$ cat src/rtl/dds_sweep_ctrl_if.sv
// Bundle between the register file (sweep config and strobes) and the DDS
// core tuning inputs.
interface dds_sweep_ctrl_if #(
    parameter int FW = 28,
    parameter int CW = 16
);
    logic          start;
    logic          stop;
    logic [FW-1:0] f_start;
    logic [FW-1:0] f_step;
    logic [CW-1:0] n_steps;
    logic [CW-1:0] dwell;
    logic [1:0]    mode;
    logic [FW-1:0] freq0;
    logic [FW-1:0] freq1;
    logic          fselect;
    logic          busy;
    logic          done;
    logic          hop;
    logic [CW-1:0] step_idx;

    modport master (
        output start, stop, f_start, f_step, n_steps, dwell, mode,
        input  freq0, freq1, fselect, busy, done, hop, step_idx
    );

    modport slave (
        input  start, stop, f_start, f_step, n_steps, dwell, mode,
        output freq0, freq1, fselect, busy, done, hop, step_idx
    );
endinterface

$ cat src/rtl/dds_sweep_ctrl.sv
// Linear sweep/hop sequencer: preloads the inactive DDS tuning register, then
// toggles fselect after each dwell so every hop is phase-continuous.
module dds_sweep_ctrl #(
    parameter int FW = 28,
    parameter int CW = 16
) (
    input logic             clk,
    input logic             rst,
    dds_sweep_ctrl_if.slave bus
);
    typedef enum logic {IDLE, RUN} state_t;
    typedef enum logic [1:0] {NXT_UP, NXT_DOWN, NXT_START} next_t;

    state_t        state, state_next;
    next_t         nxt;
    logic [FW-1:0] freq0, freq1, cfg_start, cfg_step, cur, freq_next;
    logic [CW-1:0] cfg_n, cfg_d, cnt, idx, idx_next, dwell_c;
    logic [1:0]    cfg_mode;
    logic          fselect, dir, dir_next, preload, done, hop;
    logic          seq_end, hold, accept, do_hop, do_done, last;

    assign dwell_c = (bus.dwell < CW'(2)) ? CW'(2) : bus.dwell;
    assign cur     = fselect ? freq1 : freq0;
    assign last    = (cnt == CW'(1));

    // Where the sequence goes after the current index; dir=1 means down.
    always_comb begin
        // NOTE: every combinational output gets a default first so no path can infer a latch.
        seq_end  = 1'b0;
        hold     = 1'b0;
        idx_next = idx;
        dir_next = dir;
        nxt      = NXT_UP;
        if (cfg_n == '0) begin
            if (cfg_mode[0]) hold = 1'b1;
            else             seq_end = 1'b1;
        end else if (!cfg_mode[1]) begin
            if (idx == cfg_n) begin
                if (cfg_mode[0]) begin
                    idx_next = '0;
                    nxt      = NXT_START;
                end else begin
                    seq_end = 1'b1;
                end
            end else begin
                idx_next = idx + CW'(1);
            end
        end else if (!dir) begin
            if (idx == cfg_n) begin
                dir_next = 1'b1;
                idx_next = idx - CW'(1);
                nxt      = NXT_DOWN;
            end else begin
                idx_next = idx + CW'(1);
            end
        end else begin
            if (idx == '0) begin
                if (cfg_mode[0]) begin
                    dir_next = 1'b0;
                    idx_next = idx + CW'(1);
                end else begin
                    seq_end = 1'b1;
                end
            end else begin
                idx_next = idx - CW'(1);
                nxt      = NXT_DOWN;
            end
        end
    end

    always_comb begin
        case (nxt)
            NXT_DOWN:  freq_next = cur - cfg_step;
            NXT_START: freq_next = cfg_start;
            default:   freq_next = cur + cfg_step;
        endcase
    end

    always_ff @(posedge clk) begin
        if (rst) state <= IDLE;
        else     state <= state_next;
    end

    // Stop outranks dwell expiry, so a colliding stop never hops or signals done.
    always_comb begin
        state_next = state;
        accept     = 1'b0;
        do_hop     = 1'b0;
        do_done    = 1'b0;
        case (state)
            IDLE: begin
                if (bus.start) begin
                    accept     = 1'b1;
                    state_next = RUN;
                end
            end
            RUN: begin
                if (bus.stop) begin
                    state_next = IDLE;
                end else if (last) begin
                    if (seq_end) begin
                        do_done    = 1'b1;
                        state_next = IDLE;
                    end else if (!hold) begin
                        do_hop = 1'b1;
                    end
                end
            end
            default: state_next = IDLE;
        endcase
    end

    always_ff @(posedge clk) begin
        // NOTE: sequential state uses non-blocking assignments so every register samples pre-edge values.
        if (rst) begin
            freq0     <= '0;
            freq1     <= '0;
            fselect   <= 1'b0;
            done      <= 1'b0;
            hop       <= 1'b0;
            preload   <= 1'b0;
            idx       <= '0;
            dir       <= 1'b0;
            cnt       <= '0;
            cfg_start <= '0;
            cfg_step  <= '0;
            cfg_n     <= '0;
            cfg_d     <= '0;
            cfg_mode  <= '0;
        end else begin
            done    <= do_done;
            hop     <= do_hop;
            preload <= accept | do_hop;
            if (accept) begin
                cfg_start <= bus.f_start;
                cfg_step  <= bus.f_step;
                cfg_n     <= bus.n_steps;
                cfg_d     <= dwell_c;
                cfg_mode  <= bus.mode;
                idx       <= '0;
                dir       <= 1'b0;
                cnt       <= dwell_c;
                if (fselect) freq1 <= bus.f_start;
                else         freq0 <= bus.f_start;
            end else if (state == RUN) begin
                // Only the unselected register is ever written during a sweep.
                if (preload && !bus.stop) begin
                    if (fselect) freq0 <= freq_next;
                    else         freq1 <= freq_next;
                end
                cnt <= last ? cfg_d : cnt - CW'(1);
                if (do_hop) begin
                    fselect <= ~fselect;
                    idx     <= idx_next;
                    dir     <= dir_next;
                end
            end
        end
    end

    assign bus.freq0    = freq0;
    assign bus.freq1    = freq1;
    assign bus.fselect  = fselect;
    assign bus.busy     = (state == RUN);
    assign bus.done     = done;
    assign bus.hop      = hop;
    assign bus.step_idx = idx;
endmodule

$ cat src/flat_wrapper.sv
// flat-port wrapper written by rule: the top's interface ports become plain ports
module dds_sweep_ctrl_flat 
#(
    parameter int FW = 28,
    parameter int CW = 16
)
  (clk, rst, bus_start, bus_stop, bus_f_start, bus_f_step, bus_n_steps, bus_dwell, bus_mode, bus_freq0, bus_freq1, bus_fselect, bus_busy, bus_done, bus_hop, bus_step_idx);
  dds_sweep_ctrl_if #(.FW(FW), .CW(CW)) bus_i ();
  input logic clk;
  input logic rst;
  input wire logic [$bits(bus_i.start)-1:0] bus_start;
  input wire logic [$bits(bus_i.stop)-1:0] bus_stop;
  input wire logic [$bits(bus_i.f_start)-1:0] bus_f_start;
  input wire logic [$bits(bus_i.f_step)-1:0] bus_f_step;
  input wire logic [$bits(bus_i.n_steps)-1:0] bus_n_steps;
  input wire logic [$bits(bus_i.dwell)-1:0] bus_dwell;
  input wire logic [$bits(bus_i.mode)-1:0] bus_mode;
  output wire logic [$bits(bus_i.freq0)-1:0] bus_freq0;
  output wire logic [$bits(bus_i.freq1)-1:0] bus_freq1;
  output wire logic [$bits(bus_i.fselect)-1:0] bus_fselect;
  output wire logic [$bits(bus_i.busy)-1:0] bus_busy;
  output wire logic [$bits(bus_i.done)-1:0] bus_done;
  output wire logic [$bits(bus_i.hop)-1:0] bus_hop;
  output wire logic [$bits(bus_i.step_idx)-1:0] bus_step_idx;
  assign bus_i.start = bus_start;
  assign bus_i.stop = bus_stop;
  assign bus_i.f_start = bus_f_start;
  assign bus_i.f_step = bus_f_step;
  assign bus_i.n_steps = bus_n_steps;
  assign bus_i.dwell = bus_dwell;
  assign bus_i.mode = bus_mode;
  assign bus_freq0 = bus_i.freq0;
  assign bus_freq1 = bus_i.freq1;
  assign bus_fselect = bus_i.fselect;
  assign bus_busy = bus_i.busy;
  assign bus_done = bus_i.done;
  assign bus_hop = bus_i.hop;
  assign bus_step_idx = bus_i.step_idx;
  dds_sweep_ctrl #(.FW(FW), .CW(CW)) u_core (.clk(clk), .rst(rst), .bus(bus_i));
endmodule
$ cat config.mk
export PLATFORM = sky130hd
export DESIGN_NAME = dds_sweep_ctrl_flat
export DESIGN_NICKNAME = d
export VERILOG_FILES = /design/src/rtl/dds_sweep_ctrl_if.sv /design/src/rtl/dds_sweep_ctrl.sv /design/src/flat_wrapper.sv
export SDC_FILE = /design/constraint.sdc
export NUM_CORES = 1
export LEC_CHECK = 0
export BUFFER_PORTS_ARGS = -buffer_cell sky130_fd_sc_hd__buf_2
export CAP_MARGIN = 30
export CORE_MARGIN = 5
export CORE_UTILIZATION = 55
export CTS_BUF_LIST = sky130_fd_sc_hd__clkbuf_8
export CTS_CLUSTER_DIAMETER = 60
export DETAILED_ROUTE_END_ITERATION = 8
export MAX_ROUTING_LAYER = met4
export PLACE_DENSITY_LB_ADDON = 0.2
export SKIP_LAST_GASP = 1
export SYNTH_ARGS = -nofsm -noshare
export SYNTH_HDL_FRONTEND = slang
export SYNTH_SLANG_ARGS = --single-unit
$ cat constraint.sdc
create_clock -name clk -period 6.45 [get_ports clk]
set_clock_uncertainty 0.2 [all_clocks]
set_input_delay 0.3225 -clock clk [delete_from_list [all_inputs] [get_ports clk]]
set_output_delay 0.3225 -clock clk [all_outputs]
set_load 0.05 [all_outputs]
Word level (Yosys, flattened, before mapping)
Index checks and enable logic that the tools add are counted.
Operators by class
  $add $sub $neg: 5
  $mul: 0
  divide/modulo/power cells: 0
  $lt $le $gt $ge: 1
  equal/unequal tests: 9
  shift operators: 0
  mux-type cells: 53
  bitwise operators: 6
  reductions and logical operators: 14
Operator list (number)
  two-way mux 28 bit: 11
  two-way mux 16 bit: 11
  case mux 28 bit (2 select lines): 1
  logical NOT 16 bit: 2
  subtractor 16 x 1 -> 16 bit (second input constant): 2
  adder 28 bit: 1
  subtractor 28 bit: 1
  two-way mux 1 bit: 24
  adder 16 x 1 -> 16 bit (second input constant): 1
  equality test 16 x 1 -> 1 bit (second input constant): 1
  equality test 16 bit: 1
  less-than comparator 16 x 2 -> 1 bit (second input constant): 1
  AND reduction 4 bit: 3
  two-way mux 2 bit: 5
  nonzero test 2 bit: 3
  inverter 1 bit: 5
  AND reduction 5 bit: 1
  != test 2 bit (second input constant): 2
  != test 4 bit (second input constant): 1
  OR reduction 4 bit: 1
  != test 3 x 1 -> 1 bit (second input constant): 1
  AND reduction 3 bit: 1
  equality test 2 x 1 -> 1 bit (second input constant): 1
  equality test 2 bit (second input constant): 1
  6 further kinds: 6
Word-level totals
  bits in registers: 184
  latch bits: 0
  RAM bits: 0
  memory bits (read-only): 0
  bits of input ports: 94
  output and inout bits: 76
  logic and storage cells: 103
  memories kept: 0

Longest topological paths before layout
  depth in word-level cells: 11
  mapped depth: 21

Least setup slack after synthesis
No wires, ideal clock.
  path type: reg-to-reg
  start: reg u_core.idx[0] (netlist: u_core.bus.step_idx[0])
  end: reg u_core.freq1[19] (netlist: u_core.bus.freq1[19])
  setup time: 0.070 ns
  arrival time: 5.272 ns
  data required time: 6.180 ns
  setup slack: 0.908 ns
  stages on the path, launching flop included: 21
  clock period less this slack: 5.542 ns
  path through: dfxtp_1 > inv_1 > ha_1 > or3b_4 > or4_4 > or3_1 > mux2_4 > and2_4 > nand2_1 > buf_2 > o41ai_1 > xor2_1 > ha_1 > clkbuf_1 > nand4_1 > o221a_2 > a2111oi_0 > or3_1 > a311oi_1 > or3_1 > a21oi_1
On the way
  word-level cells in the longest chain between the ends: 11
  elaborated cells between the ends (all ways): 15
  those cells by class: eq/ne: 3; mux: 11; reduce/logical: 1
RTL lines
  start: declaration: RTL line dds_sweep_ctrl.sv:17  | logic [CW-1:0] cfg_n, cfg_d, cnt, idx, idx_next, dwell_c;
  start signal: assignment: RTL line dds_sweep_ctrl.sv:154  | idx <= idx_next;
  equality test 16 bit or logical NOT 16 bit (tied branches): RTL line dds_sweep_ctrl.sv:38, dds_sweep_ctrl.sv:49, dds_sweep_ctrl.sv:57
  two-way mux 1 bit (on tied branches): RTL line dds_sweep_ctrl.sv:49, dds_sweep_ctrl.sv:57
  two-way mux 2 bit: RTL line dds_sweep_ctrl.sv:48  | end else if (!dir) begin
  two-way mux 2 bit *: RTL line dds_sweep_ctrl.sv:37  | end else if (!cfg_mode[1]) begin
  two-way mux 2 bit *: RTL line dds_sweep_ctrl.sv:34  | if (cfg_n == '0) begin
  equality test 2 bit or equality test 2 x 1 -> 1 bit (tied branches): RTL line dds_sweep_ctrl.sv:72  | case (nxt)
  case mux 28 bit (2 select lines) *: RTL line dds_sweep_ctrl.sv:72
  two-way mux 28 bit *: RTL line dds_sweep_ctrl.sv:148  | if (fselect) freq0 <= freq_next;
  two-way mux 28 bit *: RTL line dds_sweep_ctrl.sv:147  | if (preload && !bus.stop) begin
  two-way mux 28 bit *: RTL line dds_sweep_ctrl.sv:145  | end else if (state == RUN) begin
  two-way mux 28 bit *: RTL line dds_sweep_ctrl.sv:134  | if (accept) begin
  end signal: assignment: RTL line dds_sweep_ctrl.sv:143  | if (fselect) freq1 <= bus.f_start;
  end signal: assignment: RTL line dds_sweep_ctrl.sv:149  | else freq1 <= freq_next;
  end: declaration: RTL line dds_sweep_ctrl.sv:16  | logic [FW-1:0] freq0, freq1, cfg_start, cfg_step, cur, freq_next;
Mark *: on every way between the ends. The rest lies on a longest branch, timed or not. The select of a mux whose other input is x is not followed.
A chain may end at the register's enable or synchronous reset.

Final worst setup path
  start: reg u_core.idx[0] (netlist: u_core.bus.step_idx[0])
  end: reg u_core.freq1[21] (netlist: u_core.bus.freq1[21])
Same word-level chain as after synthesis.

==> metrics <==
GRT Residual Overflow 0; Synth area leader dfxtp_1; postcts setup bufs 0; Worst-Margin Slew roughly 1.0 ns; syn_nets 1600; Die Y between 150 and 200 um; Yosys top cell area share 0.334; CTS tree done; Netlist cell types 70; vias in the first global route around 10000; setup ws final about 0.66 ns; share of cells above drive strength 1 0.157; routability-driven placement congestion ratio about 0.9; synthesized area between 10000 and 15000 um2; synth top area cells dfxtp_1 (33%), nand2_1 (10%), a21oi_1 (9.0%); PortBufs ~170; number of H-tree levels 4; via count about 12000; Starting Density 0.562; Gates resized, CTS repair 0; CP max FO 14; Worst Path Required around 6.6 ns; DRT antenna net count 0; setup tns final 0 ns; iteration-0 DRC count of the detailed router between 900 and 1000; die area 23000 um2; Detailed Route WL ~35000 um; max_slew headroom 0.337; initial antenna violation count 1; io pins 170; worst hold path class input pin to flip-flop; Peak Freq between 0.15 and 0.2 GHz; status complete, no violations; r2r setup slk between 0.6 and 0.7 ns; Post-synth EDFFs 0; Max Cap Viol 0; Synth async-reset ratio 0; Syn Area/Cell 7.48 um2; global routing usage on met2 0.452; total track usage 0.303; Remaining DRCs 0; die width roughly 150 um; std cell rows between 50 and 60; Leak Pwr ~5.5 nW; yosys warns 0; Max VDD drop about 140 uV; # clock sinks 184; TritonCTS buffer count 17; Clock Latency Late Sink 0.47 ns; Net count, final 1793; fin. max-slew vios 0; root buffer cell clkbuf_8; CORE AREA around 20000 um2; layer with the highest usage met2; clock tree buffer depth 2; Synth Flop Type dfxtp_1; Critical Path Sink Type flip-flop; unrepaired setup endpoints after global routing false; final setup vio count 0; min Tclk post-route roughly 5.8 ns; Final HPWL DP 23100 um; sequential-to-total area share from yosys stat 0.334; commonest cells in the netlist nand2_1 (303), a21oi_1 (197), dfxtp_1 (184), nor2_1 (90), clkbuf_1 (80); layout overhead on the synthesized area 20.0%; M3 GR Usage 0.0521; fin util 0.675; worst slack, placed between 0.7 and 0.8 ns; total power density per cell area 230 nW/um2; post-synthesis register bit count roughly 180; Final Cycle Share 0.898; crit path DAT approximately 6 ns; first-pass GRT wire length 54400 um; CTS clk-pin slew, worst paths 0.10 ns; final hold viol count 0; met1 usage 0.419; Initial DRT Pass Iterations 6; startpoint types flip-flop; synthesized instance count 1473; wire length per cell 17.8 um; hold_buf cts 90; critical path type flip-flop to flip-flop; Via density a little under 6; largest net degree at the start of global routing about 100; count leader, synth nand2_1
[final cells by class]
class / instances / area (um2)
inverters: 18 / 67.6
clock inverters: 14 / 138
multi-input cells: 1167 / 6860
repair buffers: 278 / 1900
clock buffers: 17 / 234
flip-flops and latches: 184 / 3680
well taps: 265 / 332
diodes: 2 / 5.00
fillers: 1712 / 6370
[layout by cell type (no fill, tap or decap), types with 5 or more instances in the layout]
cell type        n
nand2_1        303
a21oi_1        197
dfxtp_1        183
buf_2          168
nor2_1          90
dlygate4sd3_1   90
o21ai_0         54
xnor2_1         41
a211oi_1        38
nand3_1         34
ha_1            32
mux2_2          27
xor2_1          27
nor3_1          22
nand4_1         22
or3_1           22
inv_1           19
nor2b_1         19
o211ai_1        19
buf_4           19
o31ai_1         18
nor4_1          17
clkbuf_8        17
nand3b_1        16
a21o_1          13
a31oi_1         12
and3_1          10
mux2i_1         10
nand2b_1        10
and2_1           8
a211o_1          8
o41ai_1          6
o21a_1           6
a311oi_1         6
or4_1            5
nor3b_1          5
a22oi_1          5
[critical path: stages, from the launching register on]
cell and delay, ns:
dfxtp_1 0.37, inv_1 0.17, ha_1 0.21, or3b_4 0.41, or4_4 0.46, or3_1 0.41
mux2_4 0.31, and2_4 0.23, nand2_1 0.22, o21ai_0 0.16, xor2_1 0.18, ha_1 0.41
o21a_1 0.16, o211ai_1 0.09, a211o_1 0.37, a2111oi_0 0.44, buf_4 0.20, o21bai_1 0.10
mux2i_1 0.13, o21ai_0 0.30, o31ai_1 0.12
[power breakdown]
part | switching (mW) | leakage [nW] | internal [mW] | total (mW)
clock | 0.460 | 0.182 | 0.314 | 0.774
sequential | 0.0623 | 1.51 | 1.20 | 1.27
combinational | 0.609 | 3.79 | 0.384 | 0.993
[metrics by stage]
step	power, mW	std cells	instance area, um2	hold WS, ns
after floorplan	1.99	1473	11000	0.232
after global placement	2.21	1820	11900	0.238
after detailed placement	2.23	1822	11900	0.244
after CTS	3.03	1943	13200	0.0374
after global routing	3.20	1944	13200	0.0557
final	3.03	1945	13200	0.0541
[logic make-up after synthesis]
family / after synthesis / synth area share
compound gates: 427 / 0.239
xor+xnor: 68 / 0.0541
fa+ha+maj: 33 / 0.0382
buf+inv: 122 / 0.0441
flops: 184 / 0.334
mux: 38 / 0.0381
simple gates: 601 / 0.253
[path summary, 6_finish.rpt]
path / from / to / cells after the start
setup / recovery: u_core.bus.step_idx[0]$_SDFFE_PP0P_ / u_core.bus.freq1[21]$_SDFFE_PP0P_ / 20
hold / removal: bus_dwell[1] / u_core.cfg_d[1]$_SDFFE_PP0P_ / 3
setup reg to reg: u_core.bus.step_idx[0]$_SDFFE_PP0P_ / u_core.bus.freq1[21]$_SDFFE_PP0P_ / 20
hold reg to reg: u_core.cfg_d[14]$_SDFFE_PP0P_ / u_core.cfg_d[14]$_SDFFE_PP0P_ / 2
[state kept, by name (all words and copies together), names as in the netlist]
register,count
u_core.bus.busy,1
u_core.bus.done,1
u_core.bus.freq0,28
u_core.bus.freq1,28
u_core.bus.fselect,1
u_core.bus.hop,1
u_core.bus.step_idx,16
u_core.cfg_d,16
u_core.cfg_mode,2
u_core.cfg_n,16
u_core.cfg_start,28
u_core.cfg_step,28
u_core.cnt,16
u_core.dir,1
u_core.preload,1
[routing by layer]
metal / part of all wire / up-vias / wire length, um
met5: 0 / - / 0
met4: 0.030 / 0 / 1020
met3: 0.076 / 80 / 2630
met2: 0.45 / 475 / 15400
met1: 0.45 / 5351 / 15500
li1: - / 5626 / -
(Power assumes the default switching activity.)
